[src/rtl/led_pkg.sv]
// Shared mode encodings and field widths for the LED pattern engine.
package led_pkg;

    localparam int MODE_W  = 3;
    localparam int SPEED_W = 2;

    localparam logic [MODE_W-1:0] MODE_SHIFT_R = 3'd0;
    localparam logic [MODE_W-1:0] MODE_SHIFT_L = 3'd1;
    localparam logic [MODE_W-1:0] MODE_BOUNCE  = 3'd2;
    localparam logic [MODE_W-1:0] MODE_COUNT   = 3'd3;
    localparam logic [MODE_W-1:0] MODE_BLINK   = 3'd4;
    // Never a legal effective mode, so the first clock after reset always reloads.
    localparam logic [MODE_W-1:0] MODE_RESET   = 3'd7;

    function automatic logic [MODE_W-1:0] eff_mode_f(input logic [MODE_W-1:0] m);
        return (m > MODE_BLINK) ? MODE_SHIFT_R : m;
    endfunction

endpackage

[src/rtl/led_tick_gen.sv]
// Step prescaler: counts enabled cycles and raises tick (combinational) on
// the cycle whose edge will wrap the counter; clr restarts the count.
module led_tick_gen #(
    parameter int CNT_W = 32
) (
    input  logic             clk,
    input  logic             rst_n,
    input  logic             en,
    input  logic             clr,
    input  logic [CNT_W-1:0] div,
    output logic             tick
);

    logic [CNT_W-1:0] cnt;
    logic             term;

    // >= so a divider shrinking below the live count wraps immediately.
    assign term = (cnt >= div - CNT_W'(1));
    assign tick = en & ~clr & term;

    always_ff @(posedge clk or negedge rst_n) begin
        if (!rst_n)
            cnt <= '0;
        else if (clr)
            cnt <= '0;
        else if (en)
            cnt <= term ? '0 : cnt + CNT_W'(1);
    end

endmodule

[src/rtl/led_pattern_gen.sv]
// LED pattern engine: prescaled step tick advancing a runtime-selected pattern.
// Optional LED_PWM_EN adds a 4-bit brightness input with registered PWM gating.
module led_pattern_gen
    import led_pkg::*;
#(
    parameter int N_LEDS   = 8,
    parameter int STEP_DIV = 62500000,
    parameter int CNT_W    = 32
) (
    input  logic               clk,
    input  logic               rst_n,
    input  logic               en,
    input  logic [MODE_W-1:0]  mode,
    input  logic [SPEED_W-1:0] speed,
`ifdef LED_PWM_EN
    input  logic [3:0]         brightness,
`endif
    output logic [N_LEDS-1:0]  led_out,
    output logic               tick
);

    localparam logic [CNT_W-1:0]  DIV0    = CNT_W'(STEP_DIV);
    localparam logic [N_LEDS-1:0] MSB_HOT = {1'b1, {(N_LEDS-1){1'b0}}};
    localparam logic [N_LEDS-1:0] LSB_HOT = N_LEDS'(1);

    logic [MODE_W-1:0] mode_q, eff_mode;
    logic [CNT_W-1:0]  div_sh, div;
    logic [N_LEDS-1:0] pattern, init_pat, adv_pat;
    logic              dir_left, dir_nxt;
    logic              load, step;

    assign eff_mode = eff_mode_f(mode);
    assign load     = (eff_mode != mode_q);
    assign div_sh   = DIV0 >> speed;
    assign div      = (div_sh == '0) ? CNT_W'(1) : div_sh;

    led_tick_gen #(.CNT_W(CNT_W)) u_tick_gen (
        .clk   (clk),
        .rst_n (rst_n),
        .en    (en),
        .clr   (load),
        .div   (div),
        .tick  (step)
    );

    always_comb begin
        init_pat = '0;
        case (eff_mode)
            MODE_SHIFT_R, MODE_BOUNCE: init_pat = MSB_HOT;
            MODE_SHIFT_L:              init_pat = LSB_HOT;
            default:                   init_pat = '0;
        endcase
    end

    always_comb begin
        adv_pat = pattern;
        dir_nxt = dir_left;
        case (mode_q)
            MODE_SHIFT_R: adv_pat = {pattern[0], pattern[N_LEDS-1:1]};
            MODE_SHIFT_L: adv_pat = {pattern[N_LEDS-2:0], pattern[N_LEDS-1]};
            MODE_BOUNCE: begin
                // Turn around as soon as an end is reached so it is lit for one step only.
                if (dir_left) begin
                    adv_pat = pattern << 1;
                    if (adv_pat[N_LEDS-1]) dir_nxt = 1'b0;
                end else begin
                    adv_pat = pattern >> 1;
                    if (adv_pat[0]) dir_nxt = 1'b1;
                end
            end
            MODE_COUNT:   adv_pat = pattern + N_LEDS'(1);
            MODE_BLINK:   adv_pat = ~pattern;
            default:      adv_pat = pattern;
        endcase
    end

    always_ff @(posedge clk or negedge rst_n) begin
        if (!rst_n) begin
            mode_q   <= MODE_RESET;
            pattern  <= '0;
            dir_left <= 1'b0;
            tick     <= 1'b0;
        end else if (load) begin
            mode_q   <= eff_mode;
            pattern  <= init_pat;
            dir_left <= 1'b0;
            tick     <= 1'b0;
        end else begin
            tick <= step;
            if (step) begin
                pattern  <= adv_pat;
                dir_left <= dir_nxt;
            end
        end
    end

`ifdef LED_PWM_EN
    logic [3:0]        pwm_cnt;
    logic [N_LEDS-1:0] led_q;

    always_ff @(posedge clk or negedge rst_n) begin
        if (!rst_n) begin
            pwm_cnt <= '0;
            led_q   <= '0;
        end else begin
            pwm_cnt <= pwm_cnt + 4'd1;
            led_q   <= pattern & {N_LEDS{pwm_cnt < brightness}};
        end
    end

    assign led_out = led_q;
`else
    assign led_out = pattern;
`endif

endmodule

[config.mk]
export PLATFORM = sky130hd
export DESIGN_NAME = led_pattern_gen
export DESIGN_NICKNAME = d
export VERILOG_FILES = /design/src/rtl/led_pkg.sv /design/src/rtl/led_tick_gen.sv /design/src/rtl/led_pattern_gen.sv
export SDC_FILE = /design/constraint.sdc
export NUM_CORES = 1
export LEC_CHECK = 0
export ABC_AREA = 1
export ABC_CLOCK_PERIOD_IN_PS = 2150
export CORE_ASPECT_RATIO = 1.1
export CORE_MARGIN = 8
export CORE_UTILIZATION = 55
export CTS_CLUSTER_SIZE = 10
export DETAILED_ROUTE_END_ITERATION = 6
export PLACE_DENSITY = 0.84
export SLEW_MARGIN = 10
export SYNTH_ARGS = -nofsm -noshare
export SYNTH_HDL_FRONTEND = slang
export SYNTH_SLANG_ARGS = --single-unit
export TNS_END_PERCENT = 20
[constraint.sdc]
create_clock -name clk -period 2.15 [get_ports clk]
set_input_delay 0.215 -clock clk [delete_from_list [all_inputs] [get_ports clk]]
set_output_delay 0.215 -clock clk [all_outputs]
set_load 0.01 [all_outputs]
==> impl_metrics.yaml, run 1 <==
outcome:
  status: "complete, but fails checks"
  violations: "hold timing"
pwr:
  finalPower_mw: 1.77
  power_leakage_nw: 2.00
  pwr-share-seq: 0.501
  switchingPower_mw: 0.548
  combPwrFrac: 0.187
  switching_share: 0.309
  ir_drop_uv: 372
  p_per_area_nw_per_um2: 433
  p_int_mw: 1.22
  power_frac_clock: 0.312
clocking:
  clk-insertion-delay-late_ns: 0.31
  cts_buffer_depth: 2
  root_buffer: "clkbuf_8"
  clock-sinks: 45
  cts_buffers: 5
  path_clk_slew_ns: 0.09
  cts_tree: "yes"
  ctsHoldBuffers: 0
  htreeDepth: 2
logic_synthesis:
  synthCells: 475
  yosysSeqAreaShare: 0.323
  syn_avg_cell_area_um2: 7.37
  async_flop_share: 1.00
  synth_ff_type: "dfrtp_1"
  syn_nets: 517
  ys_types: 35
  synth_edf_count: 0
  synth_seq_cells: 45
  syn_area_um2: 3500
  ys_warn_count: 0
worst_setup_path:
  crit_path_end_kind: "flip-flop"
  cp_num_buf_inv: 3
  crit_required_ns: 2.34
  crit_family: "simple AND/OR/NAND/NOR gates"
  critPathArrivalTime_ns: 2.32
  cp_cell_sequence: "buf_2 -> buf_6 -> ha_2 -> inv_2 -> nand4_1 -> xnor2_1 -> ha_1 -> nand2_2 -> nor2_2 -> nand2_1 -> nor2_1 -> nand2_1 -> nand2_2 -> nor2_4 -> nand2_2 -> nand2_4 -> o21ai_0 -> nor2_1"
  slowest_delay_ns: 0.31
  cpMaxStageDelayCell: "ha_1"
  crit_type: "input pin to flip-flop"
  worst_path_most_repeated_cell: "nand2_2"
  worst_setup_path_start_kind: "input pin"
  cp_max_fo: 6
sta:
  worst_pin_slew_ns: 0.583
  finalCritPeriodShare: 0.990
  min_period_ns: 2.13
  finalMaxSlewViolations: 0
  relSlewSlack: 0.611
  hold_viol: 33
  grt_setup_unrepaired: "yes"
  holdWs_ns: -0.0125
  fmax_mhz: 470
  setup_viol: 0
  skew_ns: 0.00772
floorplan:
  num_rows: 30
  die_area_um2: 9170
  core-area_um2: 6160
  pin_count: 17
  die_y_um: 99.7
  initial_core_util: 0.568
  dieWidth_um: 92.1
detailed_routing:
  route.detailed.wl_per_inst_um: 14.3
  dr.first_iter.drc_count: 207
  drt_wl_total_mm: 8.54
  vias_per_cell: 5.45
  vias: 3251
  ant_nets: 0
  drtPass1Iterations: 7
  drc: 0
layout:
  drive_gt1_frac: 0.172
  syn_to_final_growth_pct: 17.0
  stdcell_count: 596
  layout_common_cells: "nand2_1 (112), inv_1 (64), dfrtp_1 (42)"
  layout.cells.most_common: "nand2_1"
  num_antenna_cells: 0
  nFillCells: 505
  finalNetCount: 557
global_route:
  antenna_found_initial: 0
  grt_pass1_wl_mm: 14.5
  grt-ovfl-total: 0
  grt_pass1_vias: 3189
  grt_max_degree: 46
  grtUsageTotal: 0.192
place:
  portBuffers: 16
  dp.cells: 583
  gpl.final_weighted_congestion: 1.03
  place_hpwl_mm: 6.43
job:
  cap_viol_max_count: 0
worst_hold_path:
  hp-class: "input pin to asynchronous set/reset pin"
-- layer usage --
| metal | vias up | GRT usage | share of wire |
|---|---|---|---|
| met5 | - | 0 | 0 |
| met4 | 0 | 0.0968 | 0.030 |
| met3 | 31 | 0.0392 | 0.055 |
| met2 | 110 | 0.315 | 0.49 |
| met1 | 1495 | 0.231 | 0.43 |
| li1 | 1615 | - | - |
-- through the flow --
stage / util / hold slack [ns] / worst slack (ns) / TNS [ns] / area (um^2)
after floorplan: - / -0.0806 / 0.000447 / 0 / 3520
after global placement: 0.629 / 0.331 / -0.638 / -21.03 / 3870
after detailed placement: 0.629 / 0.342 / -0.826 / -27.73 / 3870
after CTS: 0.654 / 0.00583 / 0.0304 / 0 / 4020
after global routing: 0.665 / 0.0408 / -0.0906 / -1.10 / 4090
final: 0.665 / -0.0125 / 0.0214 / 0 / 4090
-- Yosys cell counts, types with 9 or more instances --
cell type | count | area, um^2
nand2_1 | 119 | 447
inv_1 | 70 | 263
dfrtp_1 | 42 | 1050
nor2_1 | 41 | 154
nand3_1 | 37 | 185
ha_1 | 34 | 425
xor2_1 | 22 | 193
o21ai_0 | 18 | 90.1
a21oi_1 | 15 | 75.1
o21ai_2 | 10 | 87.6
nor3_1 | 9 | 45.0
o22ai_1 | 9 | 56.3
-- power by group through the flow --
stage	Combinational (mW)	Sequential [mW]	Clock (mW)
floorplan	0.178	0.902	0
global placement	0.296	0.903	0
detailed placement	0.305	0.904	0
CTS	0.319	0.887	0.562
global route	0.365	0.890	0.588
finish	0.331	0.888	0.553
-- flip-flops by register name (all words and copies together), names as in the netlist --
signal and flops:
tick 1, dir_left 1, led_out 8, u_tick_gen.cnt 32, mode_q 3
-- logic make-up (layout without fill, tap and decap cells) --
family	count (synthesis)	after routing	share of synthesized area
compound gates	62	62	0.108
mux	1	1	0.00644
simple gates	228	228	0.286
fa+ha+maj	34	34	0.122
flops	45	45	0.323
xor+xnor	25	25	0.0626
buf+inv	80	121	0.0930
-- final timing paths --
check	start	endpoint	slack (ns)	depth (start not counted)
worst min-delay path	rst_n	u_tick_gen.cnt[31]	-0.01	2
worst max register to register	u_tick_gen.cnt[25]	led_out[1]	0.17	10
min in group clk	u_tick_gen.cnt[30]	u_tick_gen.cnt[30]	0.50	2
worst max-delay path	speed[0]	led_out[1]	0.02	18
max in group asynchronous	rst_n	u_tick_gen.cnt[26]	1.77	2
worst min register to register	u_tick_gen.cnt[30]	u_tick_gen.cnt[30]	0.50	2
-- repair_timing --
item	CTS	global route
pin swaps	10	8
endpoints found under the setup margin	37	36
setup buffers	4	1
resized for setup	24	20
-- area by class of cell --
class	count	area, um^2	area share
Inverter	74	289	0.0706
Tap cell	80	100	0.0244
Sequential cell	45	1130	0.276
Clock buffer	5	68.8	0.0168
Multi-Input combinational cell	350	2140	0.522
Timing Repair Buffer	39	348	0.0850
Clock inverter	3	21.3	0.00520
(Power assumes the default switching activity.)
==> inputs of run 2 (changes only) <==
CORE_UTILIZATION = 28   (was 55)
PLACE_DENSITY = 0.53   (was 0.84)
==> impl_metrics.yaml, run 2 (synthesized netlist as in run 1, its figures left out) <==
sta:
  skew_ns: 0.00827
  setup_viol: 7
  min_period_ns: 2.16
  hold_viol: 0
  finalCritPeriodShare: 1.00
  finalMaxSlewViolations: 0
  fmax_mhz: 463
  grt_setup_unrepaired: "yes"
  setup_slack_ns: -0.00852
  relSlewSlack: 0.630
  finalSetupTns_ns: -0.0332
  worst_pin_slew_ns: 0.551
global_route:
  antenna_found_initial: 0
  grt_pass1_vias: 3174
  grt-ovfl-total: 0
  grtUsageTotal: 0.113
  grt_max_degree: 25
  grt_pass1_wl_mm: 15.0
detailed_routing:
  drt_wl_total_mm: 9.06
  route.detailed.wl_per_inst_um: 13.3
  ant_nets: 0
  drc: 0
  vias_per_cell: 4.69
  vias: 3189
  dr.first_iter.drc_count: 258
  drtPass1Iterations: 4
pwr:
  switching_share: 0.264
  switchingPower_mw: 0.570
  p_per_area_nw_per_um2: 492
  p_int_mw: 1.59
  power_frac_clock: 0.424
  power_leakage_nw: 2.12
  ir_drop_uv: 263
  combPwrFrac: 0.165
  pwr-share-seq: 0.410
layout:
  multi_input_area_um2: 2160
  design_area_um2: 4400
  finalNetCount: 564
  nFillCells: 1314
  layout.cells.most_common: "nand2_1"
  drive_gt1_frac: 0.176
  fin_util: 0.354
  syn_to_final_growth_pct: 25.6
  layout_common_cells: "nand2_1 (113), inv_1 (66), dfrtp_1 (42)"
  top_register: "u_tick_gen.cnt"
  largest_reg_flops: 32
  num_antenna_cells: 0
  regArea_um2: 1130
place:
  placed_area_um2: 4020
  portBuffers: 16
  gpl.final_weighted_congestion: 0.900
  place_hpwl_mm: 6.86
  place_ws_ns: -0.766
worst_setup_path:
  worst_path_most_repeated_cell: "nand2_1"
  critPathArrivalTime_ns: 2.38
  cp_cell_sequence: "buf_8 -> clkinvlp_4 -> ha_4 -> inv_2 -> nand4_1 -> xnor2_2 -> ha_1 -> a21oi_1 -> nand2_1 -> a21oi_2 -> nand2_1 -> nand2_2 -> nand3_4 -> clkbuf_16 -> o21ai_2"
  crit_family: "simple AND/OR/NAND/NOR gates"
  cpMaxStageDelayCell: "ha_1"
  cp_max_fo: 8
  crit_required_ns: 2.37
  crit_type: "input pin to flip-flop"
  slowest_delay_ns: 0.31
  cp_num_buf_inv: 4
  crit_path_end_kind: "flip-flop"
  worst_setup_path_start_kind: "input pin"
clocking:
  cts_tree: "yes"
  clock-sinks: 45
  cts_buffers: 5
  clk-insertion-delay-late_ns: 0.29
  cts_buffer_depth: 2
  path_clk_slew_ns: 0.07
  root_buffer: "clkbuf_16"
  htreeDepth: 2
floorplan:
  dieWidth_um: 123
  num_rows: 43
  initial_core_util: 0.282
  core-area_um2: 12400
  pin_count: 17
  die_y_um: 133
  die_area_um2: 16300
job:
  cap_viol_max_count: 0
outcome:
  violations: "setup timing"
  status: "complete, but fails checks"
worst_hold_path:
  hp-class: "input pin to asynchronous set/reset pin"
## run 2: changes by cell type in the layout (fill, tap and decap cells not counted), sizes merged
cell         change
clkinv           -1
bufinv           +1
clkbuf           +5
dlygate4sd3      +1
clkinvlp         -1
buf              +3
inv              -1
## run 2: final cells by class
type	count	share of cell area
clock buffers	7	0.0324
clock inverters	1	0.00683
inverters	74	0.0652
multi-input cells	350	0.491
flip-flops and latches	45	0.257
well taps	157	0.0447
repair buffers	46	0.103
## run 2: metrics by stage
stage                     instances  hold WS (ns)  power (mW)
after floorplan                 475       -0.0806        1.08
final                           680         0.453        2.16
after global routing            680         0.502        2.27
after CTS                       677         0.468        2.17
after global placement          665         0.233        1.22
after detailed placement        665         0.240        1.22
## run 2: final timing paths
| kind | to | cells past startpoint | from | slack [ns] |
|---|---|---|---|---|
| setup reg to reg | u_tick_gen.cnt[10] | 11 | u_tick_gen.cnt[21] | 0.13 |
| hold reg to reg | u_tick_gen.cnt[29] | 2 | u_tick_gen.cnt[29] | 0.49 |
| max in group asynchronous | led_out[3] | 3 | rst_n | 1.17 |
| min in group clk | u_tick_gen.cnt[29] | 2 | u_tick_gen.cnt[29] | 0.49 |
| hold / removal | u_tick_gen.cnt[10] | 2 | rst_n | 0.45 |
| setup / recovery | u_tick_gen.cnt[17] | 15 | speed[1] | -0.009 |
## run 2: what timing repair did
action,CTS,global route
setup endpoints to repair,37,37
pin swaps,10,17
cloned,0,2
gates resized for setup,21,25
hold buffers,1,0
buffers inserted,3,1
endpoints found under the hold margin,18,0
## run 2: power by group through the flow
| stage | Clock (mW) | Combinational, mW | Sequential [mW] |
|---|---|---|---|
| 2_1_floorplan | 0 | 0.178 | 0.902 |
| 5_1_grt | 0.975 | 0.400 | 0.891 |
| 6_report | 0.918 | 0.358 | 0.888 |
| 4_1_cts | 0.949 | 0.332 | 0.887 |
| 3_3_place_gp | 0 | 0.316 | 0.904 |
| 3_5_place_dp | 0 | 0.320 | 0.903 |
## run 2: layer usage
layer	track usage	routed length, um	up-vias
li1	-	-	1629
met1	0.138	4080	1490
met2	0.196	4430	59
met3	0.0220	388	11
met4	0.0305	163	0
met5	0	0	-
==> inputs of run 3 (changes only) <==
CORE_MARGIN = 3   (was 8)
CTS_CLUSTER_DIAMETER = 60   (was default)
DONT_BUFFER_PORTS = 1   (was default)
PLACE_DENSITY = 0.51   (was 0.53)
==> impl_metrics.yaml, run 3 (synthesized netlist as in run 1, its figures left out) <==
layout:
  top_register: "u_tick_gen.cnt"
  largest_reg_flops: 32
  drive_gt1_frac: 0.130
  layout.cells.most_common: "nand2_1"
  design_area_um2: 4040
  num_antenna_cells: 0
  syn_to_final_growth_pct: 15.6
  fin_util: 0.333
  layout_common_cells: "nand2_1 (117), inv_1 (68), dfrtp_1 (42)"
  finalNetCount: 540
worst_hold_path:
  worstHoldPathCells: 2
  hp-class: "input pin to flip-flop"
floorplan:
  die_y_um: 123
  pin_count: 17
  initial_core_util: 0.288
  num_rows: 42
  dieWidth_um: 113
  core-area_um2: 12100
  die_area_um2: 13900
worst_setup_path:
  worst_setup_path_start_kind: "input pin"
  path_depth: 17
  worst_path_most_repeated_cell: "nand2_1"
  crit_type: "input pin to flip-flop"
  cp_num_buf_inv: 3
  cpMaxStageDelayCell: "ha_1"
  crit_required_ns: 2.36
  slowest_delay_ns: 0.29
  critPathArrivalTime_ns: 2.16
  cp_max_fo: 6
  crit_path_end_kind: "flip-flop"
  reg2regPathDepth: 10
  crit_family: "simple AND/OR/NAND/NOR gates"
  cp_cell_sequence: "clkinvlp_4 -> ha_4 -> inv_1 -> nand4_1 -> xnor2_1 -> ha_1 -> nand2_1 -> inv_1 -> nand2_1 -> nand2_1 -> a21oi_1 -> nand2_1 -> nand2_2 -> nand2_2 -> nand2_4 -> nand2_2 -> o21ai_0"
pwr:
  finalPower_mw: 2.08
  p_per_area_nw_per_um2: 513
  ir_drop_uv: 294
  power_leakage_nw: 1.98
detailed_routing:
  drc: 0
  dr.first_iter.drc_count: 240
  route.detailed.wl_per_inst_um: 13.4
  vias_per_cell: 4.67
  drtPass1Iterations: 4
  ant_nets: 0
  drt_wl_total_mm: 8.75
  vias: 3052
clocking:
  clk-insertion-delay-late_ns: 0.30
  path_clk_slew_ns: 0.06
  post_cts_buffers: 0
  htreeDepth: 2
  cts_buffers: 5
  cts_buffer_depth: 2
  root_buffer: "clkbuf_16"
  cts_tree: "yes"
  clock-sinks: 45
place:
  portBuffers: 0
  gpl.final_weighted_congestion: 0.869
  place_hpwl_mm: 6.76
  placed_area_um2: 3810
sta:
  min_period_ns: 1.95
  relSlewSlack: 0.668
  worst_pin_slew_ns: 0.494
  setup_viol: 0
  finalMaxSlewViolations: 0
  finalSetupTns_ns: 0
  hold_viol: 0
  finalCritPeriodShare: 0.907
  grt_setup_unrepaired: "yes"
  fmax_mhz: 513
  skew_ns: 0.0103
global_route:
  antenna_found_initial: 0
  grt_max_degree: 46
  grt_pass1_vias: 2963
  grt_pass1_wl_mm: 14.8
  grt-ovfl-total: 0
  grtUsageTotal: 0.133
outcome:
  status: "finished, final reports clean"
job:
  cap_viol_max_count: 0
[run 3: cell count changes in the layout (fill, tap and decap cells not counted), moves of 3 or more]
cell / previous run / this run
clkdlybuf4s50_1: 13 / 0
o22ai_1: 6 / 9
o22ai_2: 3 / 0
o21ai_0: 11 / 15
buf_6: 3 / 0
o21ai_2: 14 / 10
nand2_1: 113 / 117
[run 3: per-stage QoR]
| stage | std cells | setup WS (ns) | hold WS [ns] |
|---|---|---|---|
| after detailed placement | 643 | -0.207 | -0.0782 |
| after CTS | 653 | 0.0831 | 0.0580 |
| final | 653 | 0.201 | 0.0633 |
| after global routing | 653 | -0.00931 | 0.0879 |
| after floorplan | 475 | 0.000447 | -0.0806 |
| after global placement | 643 | -0.133 | -0.0767 |
[run 3: final cells by class]
cell class                 instances  area, um^2
fill                            1271        8100
multi-input combinational        350        2070
sequential                        45        1130
inverter                          74         288
tap                              154         193
timing repair buffer              22         188
clock buffer                       5         125
clock inverter                     3        46.3
[run 3: worst reg2reg max path, delay by kind of cell, from the launching register on]
family	cells	cell delay, ns
AO/OA/AOI/OAI	3	0.47
AND/OR/NAND/NOR	4	0.53
flip-flops	1	0.57
buffers and inverters	3	0.27
[run 3: what timing repair did]
item                                    in CTS  in global routing
gates resized for setup                      0                  9
hold buffers                                 2                  0
endpoints found under the setup margin       0                 10
endpoints found under the hold margin       45                  0
[run 3: layer usage]
layer / share of wire / wire, um / global-route usage / up-vias
li1: - / - / - / 1578
met1: 0.49 / 4250 / 0.182 / 1394
met2: 0.46 / 4000 / 0.217 / 73
met3: 0.046 / 401 / 0.0230 / 7
met4: 0.012 / 106 / 0.0353 / 0
met5: 0 / 0 / 0 / -
[run 3: path summary, 6_finish.rpt]
path,start,slack [ns],end
max in group asynchronous,rst_n,1.45,mode_q[0]
setup / recovery,speed[0],0.20,led_out[4]
setup reg to reg,mode_q[2],0.22,led_out[1]
hold reg to reg,u_tick_gen.cnt[27],0.49,u_tick_gen.cnt[27]
hold / removal,mode[2],0.06,mode_q[2]
min in group asynchronous,rst_n,0.44,u_tick_gen.cnt[23]
[run 3: power breakdown]
part	switching (mW)	internal [mW]
Combinational	0.174	0.0908
Clock	0.365	0.551
Sequential	0.0323	0.863
Total	0.572	1.50
